<file path="src/rtl/nebula_irq_pkg.sv">
`default_nettype none
// ============================================================================
// Module      : nebula_irq_pkg
// Description : Shared definitions for the Nebula interrupt controller and
//               its per-hart claim endpoint: claim-FSM state encoding, the
//               interrupt-flag bit position in a cause word, and the helper
//               that sizes the source-ID field.
// Revision    : 1.0 - initial release
// ============================================================================
package nebula_irq_pkg;

    // Default cause width; the interrupt flag lives in the top bit.
    localparam int IRQ_XLEN          = 64;
    localparam int IRQ_CAUSE_INT_BIT = IRQ_XLEN - 1;

    // Claim endpoint states, explicitly encoded in 3 bits.
    typedef enum logic [2:0] {
        ST_IDLE    = 3'd0,
        ST_REQ     = 3'd1,
        ST_CLAIM   = 3'd2,
        ST_SERVICE = 3'd3,
        ST_REARM   = 3'd4
    } irq_claim_state_e;

    // Width of the source-ID field for a controller with num_sources
    // sources. Never returns 0 so single-source builds still get a field.
    function automatic int irq_id_width(input int num_sources);
        if (num_sources <= 2) begin
            return 1;
        end
        return $clog2(num_sources);
    endfunction

endpackage : nebula_irq_pkg
`default_nettype wire

</file>
<file path="src/rtl/nebula_hart_irq_claim.sv">
`default_nettype none
// ============================================================================
// Module      : nebula_hart_irq_claim
// Description : Hart-side endpoint of the Nebula interrupt controller.
//               Qualifies the controller's pending level with the hart's
//               global/external enables, raises a trap request, issues a
//               one-cycle claim once the pipeline takes the trap, tracks the
//               in-service interrupt until software completion, and holds
//               off re-arming so the level source has time to drop.
//
// Ports       : clk, rst          - clock, synchronous active-high reset
//               irq_pending_i     - controller pending level
//               irq_cause_i       - controller cause (MSB = interrupt flag)
//               global_ie_i       - mstatus.MIE
//               ext_ie_i          - mie.MEIE
//               trap_req_o        - trap request to pipeline
//               trap_cause_o      - cause with trap_req_o (0 otherwise)
//               trap_ack_i        - pipeline took the trap
//               irq_ack_o         - one-cycle claim strobe to controller
//               irq_id_o          - claimed cause (0 when strobe low)
//               complete_i        - software completion strobe
//               complete_id_i     - ID being completed
//               in_service_o      - interrupt claimed, not yet completed
//               err_o             - pulse on an illegal completion
//               claim_count_o     - saturating count of claims issued
//
// Revision    : 1.0 - initial release
// ============================================================================
module nebula_hart_irq_claim
    import nebula_irq_pkg::*;
#(
    parameter int XLEN         = IRQ_XLEN,
    parameter int NUM_SOURCES  = 64,
    parameter int REARM_CYCLES = 2
) (
    input  logic            clk,
    input  logic            rst,
    input  logic            irq_pending_i,
    input  logic [XLEN-1:0] irq_cause_i,
    input  logic            global_ie_i,
    input  logic            ext_ie_i,
    output logic            trap_req_o,
    output logic [XLEN-1:0] trap_cause_o,
    input  logic            trap_ack_i,
    output logic            irq_ack_o,
    output logic [XLEN-1:0] irq_id_o,
    input  logic            complete_i,
    input  logic [XLEN-1:0] complete_id_i,
    output logic            in_service_o,
    output logic            err_o,
    output logic [31:0]     claim_count_o
);

    localparam int ID_W  = irq_id_width(NUM_SOURCES);
    localparam int CNT_W = (REARM_CYCLES > 1) ? $clog2(REARM_CYCLES) : 1;

    localparam logic [CNT_W-1:0] C_REARM_LOAD = CNT_W'(REARM_CYCLES - 1);
    localparam logic [31:0]      C_COUNT_MAX  = 32'hFFFF_FFFF;

    // ------------------------------------------------------------------
    // State and registered outputs
    // ------------------------------------------------------------------
    irq_claim_state_e  r_state;
    logic [XLEN-1:0]   r_cause;
    logic [CNT_W-1:0]  r_rearm_cnt;
    logic [31:0]       r_claim_count;
    logic              r_trap_req;
    logic [XLEN-1:0]   r_trap_cause;
    logic              r_irq_ack;
    logic [XLEN-1:0]   r_irq_id;
    logic              r_in_service;
    logic              r_err;

    irq_claim_state_e  w_state_next;
    logic [XLEN-1:0]   w_cause_next;
    logic [CNT_W-1:0]  w_rearm_cnt_next;
    logic [31:0]       w_claim_count_next;
    logic              w_err_next;
    logic              w_qualified;
    logic              w_id_match;

    // Only the ID field of a completion is compared; the upper bits
    // (interrupt flag and reserved) are deliberately ignored.
    logic              w_unused_complete_id;

    assign w_qualified = irq_pending_i & global_ie_i & ext_ie_i;
    assign w_id_match  = (complete_id_i[ID_W-1:0] == r_cause[ID_W-1:0]);

    assign w_unused_complete_id = ^complete_id_i[XLEN-1:ID_W];

    // ------------------------------------------------------------------
    // Next-state logic
    // ------------------------------------------------------------------
    always_comb begin
        w_state_next     = r_state;
        w_cause_next     = r_cause;
        w_rearm_cnt_next = r_rearm_cnt;
        w_err_next       = 1'b0;

        case (r_state)
            ST_IDLE: begin
                if (w_qualified) begin
                    w_state_next = ST_REQ;
                    w_cause_next = irq_cause_i;
                end
            end

            ST_REQ: begin
                // An ack that lands together with a withdrawal still wins:
                // the pipeline has already vectored to the handler.
                if (trap_ack_i) begin
                    w_state_next = ST_CLAIM;
                end else if (!w_qualified) begin
                    w_state_next = ST_IDLE;
                end
            end

            ST_CLAIM: begin
                w_state_next = ST_SERVICE;
            end

            ST_SERVICE: begin
                if (complete_i) begin
                    if (w_id_match) begin
                        w_state_next     = ST_REARM;
                        w_rearm_cnt_next = C_REARM_LOAD;
                    end else begin
                        w_err_next = 1'b1;
                    end
                end
            end

            ST_REARM: begin
                if (r_rearm_cnt == '0) begin
                    w_state_next = ST_IDLE;
                end else begin
                    w_rearm_cnt_next = r_rearm_cnt - 1'b1;
                end
            end

            default: begin
                w_state_next = ST_IDLE;
            end
        endcase

        // A completion outside SERVICE has nothing to complete.
        if (complete_i && (r_state != ST_SERVICE)) begin
            w_err_next = 1'b1;
        end
    end

    // Count moves together with the claim strobe so the new value is
    // visible in the same cycle the controller sees irq_ack_o.
    always_comb begin
        w_claim_count_next = r_claim_count;
        if ((w_state_next == ST_CLAIM) && (r_claim_count != C_COUNT_MAX)) begin
            w_claim_count_next = r_claim_count + 32'd1;
        end
    end

    // ------------------------------------------------------------------
    // Registers; outputs are decoded from the next state so each strobe
    // appears in the first cycle of the state it belongs to.
    // ------------------------------------------------------------------
    always_ff @(posedge clk) begin
        if (rst) begin
            r_state       <= ST_IDLE;
            r_cause       <= '0;
            r_rearm_cnt   <= '0;
            r_claim_count <= '0;
            r_trap_req    <= 1'b0;
            r_trap_cause  <= '0;
            r_irq_ack     <= 1'b0;
            r_irq_id      <= '0;
            r_in_service  <= 1'b0;
            r_err         <= 1'b0;
        end else begin
            r_state       <= w_state_next;
            r_cause       <= w_cause_next;
            r_rearm_cnt   <= w_rearm_cnt_next;
            r_claim_count <= w_claim_count_next;
            r_trap_req    <= (w_state_next == ST_REQ);
            r_trap_cause  <= (w_state_next == ST_REQ) ? w_cause_next : '0;
            r_irq_ack     <= (w_state_next == ST_CLAIM);
            r_irq_id      <= (w_state_next == ST_CLAIM) ? w_cause_next : '0;
            r_in_service  <= (w_state_next == ST_SERVICE);
            r_err         <= w_err_next;
        end
    end

    assign trap_req_o    = r_trap_req;
    assign trap_cause_o  = r_trap_cause;
    assign irq_ack_o     = r_irq_ack;
    assign irq_id_o      = r_irq_id;
    assign in_service_o  = r_in_service;
    assign err_o         = r_err;
    assign claim_count_o = r_claim_count;

endmodule : nebula_hart_irq_claim
`default_nettype wire

</file>
<file path="config.mk">
export PLATFORM = sky130hd
export DESIGN_NAME = nebula_hart_irq_claim
export DESIGN_NICKNAME = d
export VERILOG_FILES = /design/src/rtl/nebula_irq_pkg.sv /design/src/rtl/nebula_hart_irq_claim.sv
export SDC_FILE = /design/constraint.sdc
export NUM_CORES = 1
export LEC_CHECK = 0
export CAP_MARGIN = 20
export CORE_MARGIN = 4
export CORE_UTILIZATION = 30
export DETAILED_ROUTE_END_ITERATION = 8
export GPL_TIMING_DRIVEN = 0
export HOLD_SLACK_MARGIN = 0.08
export SKIP_LAST_GASP = 1
export SLEW_MARGIN = 20
export SYNTH_ARGS = -nofsm -noshare
export SYNTH_HDL_FRONTEND = slang
export SYNTH_SLANG_ARGS = --single-unit
</file>
<file path="constraint.sdc">
create_clock -name clk -period 5.76 [get_ports clk]
set_input_delay 1.152 -clock clk [delete_from_list [all_inputs] [get_ports clk]]
set_output_delay 1.152 -clock clk [all_outputs]
set_load 0.005 [all_outputs]
</file>
Word-level counts from Yosys, hierarchy flattened
Cells that the tools add are included.
{ "totals": {"out_inout_bits": 164, "in_bits": 135, "reg_bits": 232} }
{ "op_classes": {"n_eq_ne": 12, "n_reduce_logical": 7, "bitwise": 4, "n_mux": 17, "add_sub_neg": 2} }
{ "ops": {"columns": ["cell", "count"], "rows": [
  ["64-bit two-way mux", 2],
  ["32-bit by 1-bit adder with 32-bit output (second input constant)", 1],
  ["32-bit != test (second input constant)", 1],
  ["3-bit two-way mux", 6],
  ["3-bit case mux with 5 select lines", 1],
  ["3-bit by 2-bit == test with 1-bit output (second input constant)", 4],
  ["1-bit two-way mux", 7],
  ["3-bit by 1-bit == test with 1-bit output (second input constant)", 2],
  ["6-bit == test", 1],
  ["2-bit != test (second input constant)", 2],
  ["2-bit OR reduction", 2],
  ["3-bit == test (second input constant)", 1],
  ["3-bit zero test", 1],
  ["3-bit by 2-bit != test with 1-bit output (second input constant)", 1],
  ["3-bit AND reduction", 1],
  ["1-bit bitwise AND", 2],
  ["1-bit logical AND", 2],
  ["1-bit inverter", 2],
  ["1-bit case mux with 2 select lines", 1],
  ["2-bit nonzero test", 1],
  ["1-bit subtractor (second input constant)", 1]
]} }

Depth between registers and ports, before layout
{ "depth": {"depth_word": 8, "depth_mapped": 7, "depth_no_buf": 6} }

Least setup slack after synthesis
OpenSTA, ideal clock, no wires.
{ "synth_timing": {"kind": "in2reg", "startpoint": "input port trap_ack_i", "endpoint": "register r_claim_count[10] (netlist: claim_count_o[10])", "arrival_time_ns": 2.466, "path_buffers": 1, "setup_slack_ns": 3.166, "stages": 6, "path_cell_list": "nand4bb_1 or3_1 clkbuf_1 a2111oi_0 xnor2_1 nor2_1"} }
{ "synth_via": {"elab_chain_len": 4} }
{ "synth_lines": {"columns": ["element", "line_no", "rtl"], "rows": [
  ["from (decl)", "nebula_hart_irq_claim.sv:44", "input logic trap_ack_i,"],
  ["3-bit two-way mux", "nebula_hart_irq_claim.sv:111", "if (trap_ack_i) begin"],
  ["3-bit case mux with 5 select lines", "nebula_hart_irq_claim.sv:100", "case (r_state)"],
  ["3-bit by 2-bit == test with 1-bit output", "nebula_hart_irq_claim.sv:156", "if ((w_state_next == ST_CLAIM) && (r_claim_count != C_COUNT_MAX)) begin"],
  ["1-bit logical AND", "nebula_hart_irq_claim.sv:156", null],
  ["to (signal assigned)", "nebula_hart_irq_claim.sv:181", "r_claim_count <= w_claim_count_next;"],
  ["to (decl)", "nebula_hart_irq_claim.sv:66", "logic [31:0] r_claim_count;"]
]} }
No other way between the ends.
A chain may end at the register's enable or synchronous reset.

Worst setup path in the final report
{ "layout_timing": {"startpoint": "input port ext_ie_i", "endpoint": "register r_irq_id[1] (netlist: irq_id_o[1])"} }
{ "layout_via": {"elab_chain_len": 7, "elab_cells_between_ends": 10, "classes_between": "eq/ne (1); mux (6); bitwise (2); reduce/logical (1)"} }
{ "layout_lines": {"columns": ["element", "line_no", "rtl"], "rows": [
  ["from (decl)", "nebula_hart_irq_claim.sv:41", "input logic ext_ie_i,"],
  ["1-bit bitwise AND *", "nebula_hart_irq_claim.sv:86", "assign w_qualified = irq_pending_i & global_ie_i & ext_ie_i;"],
  ["3-bit two-way mux", "nebula_hart_irq_claim.sv:113", "end else if (!w_qualified) begin"],
  ["3-bit two-way mux", "nebula_hart_irq_claim.sv:111", null],
  ["3-bit case mux with 5 select lines", "nebula_hart_irq_claim.sv:100", null],
  ["3-bit by 2-bit == test with 1-bit output", "nebula_hart_irq_claim.sv:185", "r_irq_id <= (w_state_next == ST_CLAIM) ? w_cause_next : '0;"],
  ["1-bit inverter (no source line)", null, null],
  ["2-bit OR reduction (no source line)", null, null],
  ["to (signal assigned)", "nebula_hart_irq_claim.sv:185", null],
  ["to (decl)", "nebula_hart_irq_claim.sv:70", "logic [XLEN-1:0] r_irq_id;"]
]} }
Mark *: on every way between the ends. The rest lies on a longest branch, timed or not.

==> flow_summary.toml <==
[timing]
finalSetupViolCount = 0
slew_headroom = 0.5013
max_freq_ghz = 0.3297
hold_viol_final = 0
fin_hold_ws_ns = 0.4649
worst_pin_slew_ns = 0.7472
tns_ns = 0
slew_violations = 0
setup_ws_ns = 2.727
fin_skew_ns = 0.009442
rsz0062_at_grt = "false"
period_needed_ns = 3.033
period_share = 0.5265

[outcome]
outcome = "finished clean"

[synth]
synth.area.mux_share = 0.09692
dominantRegCellSynth = "dfxtp_1"
yosys.area.top_type = "dfxtp_1"
synth_seq_cells = 232
synth_compound_area_frac = 0.04253
yosys.area.top_type_share = 0.6289
synthesis.area_um2 = 7385
synth_top_family_by_area = "simple AND/OR/NAND/NOR gates"
synth_cell_types = 44
synthesis.nets = 856
async_flop_share = 0
synth_cells = 720
synth_most_common_cell = "dfxtp_1"
synth_common_cells = "dfxtp_1 (232), nor2_1 (216), mux2i_1 (64)"
synthSimpleGateAreaFrac = 0.1871
syn_area_per_cell_um2 = 10.26
synth_fa_ha_area_frac = 0.001694
ys_seq_area_frac = 0.6289
synthTopCellsByArea = "dfxtp_1 (63%), nor2_1 (11%), mux2i_1 (8.7%)"
synthXorXnorAreaFrac = 0.01660
synth_edf_count = 0
yosys_warnings = 0

[final_layout]
syn_to_final_growth_pct = 50.24
fin_nets = 1123
drive_gt1_frac = 0.06461
layout.cells.non_filler = 1332

[routing]
drt-initial-drc-count = 289
drc = 0
routed_wl_mm = 21.50
routed_via_density = 4.423
vias = 5891
dr.pass1.iters = 4
detail-route-antenna-nets = 0
wl_per_cell_um = 16.14

[clock_network]
hold_buffers = 0
post_cts_buffers = 0
clkTransAtPathRegs_ns = 0.06
clk_latency_ns = 0.51
cts_max_path_buffers = 3
cts-root-buf = "clkbuf_16"
htree_levels = 1
cts.sinks = 232
cts_tree = "done"
cts_buffers = 26
post_cts_resized = 0

[pwr]
powerDensity_nw_per_um2 = 314.1
p_leak_nw = 3.859
vdd_drop_max_v = 0.0002358
p_total_mw = 3.484

[global_route]
antenna_found_initial = 3
gr-usage-all-layers = 0.1521
grt_pass1_wl_mm = 32.53
grt_pass1_vias = 5829
gr-total-overflow = 0
grt_max_degree = 14

[placed_design]
port_buffers = 239
place_hpwl_mm = 15.79
dp.cells = 1283
dpl_worst_slack_ns = 2.128
place.gp.congestion = 0.8289

[setup_path]
slowest_stage = "nor2_2"
critPathRequiredTime_ns = 6.13
path_class = "in2reg"
crit_chain = "clkdlybuf4s50_1 > nand4_1 > nor2_2 > buf_2 > mux2i_1 > nor2_1"
critPathMaxStageDelay_ns = 0.64
start_kind = "input pin"
worst-path-max-fanout = 10
cp-end-kind = "flip-flop"
arrival_ns = 3.41
cp_num_buf_inv = 2
crit_family = "simple AND/OR/NAND/NOR gates"

[run]
drv_cap = 0

[floorplan]
dieArea_um2 = 27190
core-area_um2 = 24250
die_width_um = 164.9
rows = 57
start_util = 0.3045
die_h_um = 164.9
ios = 299

[hold_path]
hold_class = "reg2reg"
[path summary, 6_finish.rpt]
kind          startpoint          end  slack [ns]  cells past startpoint
max reg2reg   r_state[2]  irq_id_o[1]        3.22                      6
min reg2reg  r_rearm_cnt  r_rearm_cnt        0.46                      2
min          r_rearm_cnt  r_rearm_cnt        0.46                      2
max             ext_ie_i  irq_id_o[1]        2.73                      6
[final cells by class]
class                   count  area [um2]
clock buffers              38       767.0
fillers                  2361       13150
diodes                      2       5.005
inverters                   6       22.52
flip-flops and latches    232        4644
well taps                 324       405.4
multi-input cells         443        2555
repair buffers            239        2392
plain buffers              39       171.4
clock inverters             9       131.4
[kinds of logic after synthesis]
kind of cell,count (synthesis)
adder cells (fa/ha/maj),1
XOR/XNOR,14
buffers and inverters,45
AND/OR/NAND/NOR,308
multiplexers,69
AO/OA/AOI/OAI,51
flip-flops,232
[registers in the layout, indices dropped and copies added, names as in the netlist]
register       count
trap_req_o         1
err_o              1
r_state            3
in_service_o       1
trap_cause_o      64
irq_ack_o          1
claim_count_o     32
r_rearm_cnt        1
irq_id_o          64
r_cause           64
[metrics by stage]
stage | utilization | instance area, um2
final | 0.4575 | 11090
after global routing | 0.4575 | 11090
after CTS | 0.4571 | 11080
after detailed placement | 0.4200 | 10180
after global placement | 0.4199 | 10180
after floorplan | - | 7385
[where the power goes]
part	total (mW)	switching, mW	internal [mW]	leakage (nW)
sequential	1.63	0.00611	1.63	1.87
combinational	0.157	0.0766	0.0804	1.55
clock	1.70	0.640	1.06	0.431
total	3.48	0.723	2.76	3.86
[metal layers]
layer,GRT usage,share of wire,vias to the layer above
met2,0.2512,0.46,191
met3,0.04118,0.077,42
met4,0.06011,0.038,2
li1,-,-,2944
met5,0,0.00060,-
met1,0.1891,0.42,2712
[worst register-to-register path, cell delays in order (launching register included)]
cell	delay, ns
dfxtp_1	0.36
nor2_1	0.20
nand4_1	0.24
nor2_2	0.64
buf_2	0.46
mux2i_1	0.42
nor2_1	0.09
[cells in the final DEF (no fill, tap or decap), types with 2 or more instances in the layout]
cell	instances
or4_1	8
nor2b_1	5
dfxtp_1	232
diode_2	2
a211oi_1	2
mux2i_1	64
buf_6	2
nand2_1	16
clkinv_2	2
xnor2_1	9
mux2_4	5
nor4b_1	5
o21ai_0	6
nand4_1	7
o21ai_1	4
a21oi_1	22
o31ai_1	8
clkbuf_1	33
and3_1	2
buf_2	8
or2_2	2
clkdlybuf4s50_1	239
nor2_1	215
clkbuf_8	5
xor2_1	5
clkbuf_16	27
buf_1	2
or3_1	11
nor4_1	4
clkinvlp_4	3
bufinv_16	3
nor3b_1	2
nor3_1	6
inv_1	6
nand3_1	17
(Power assumes the default switching activity.)
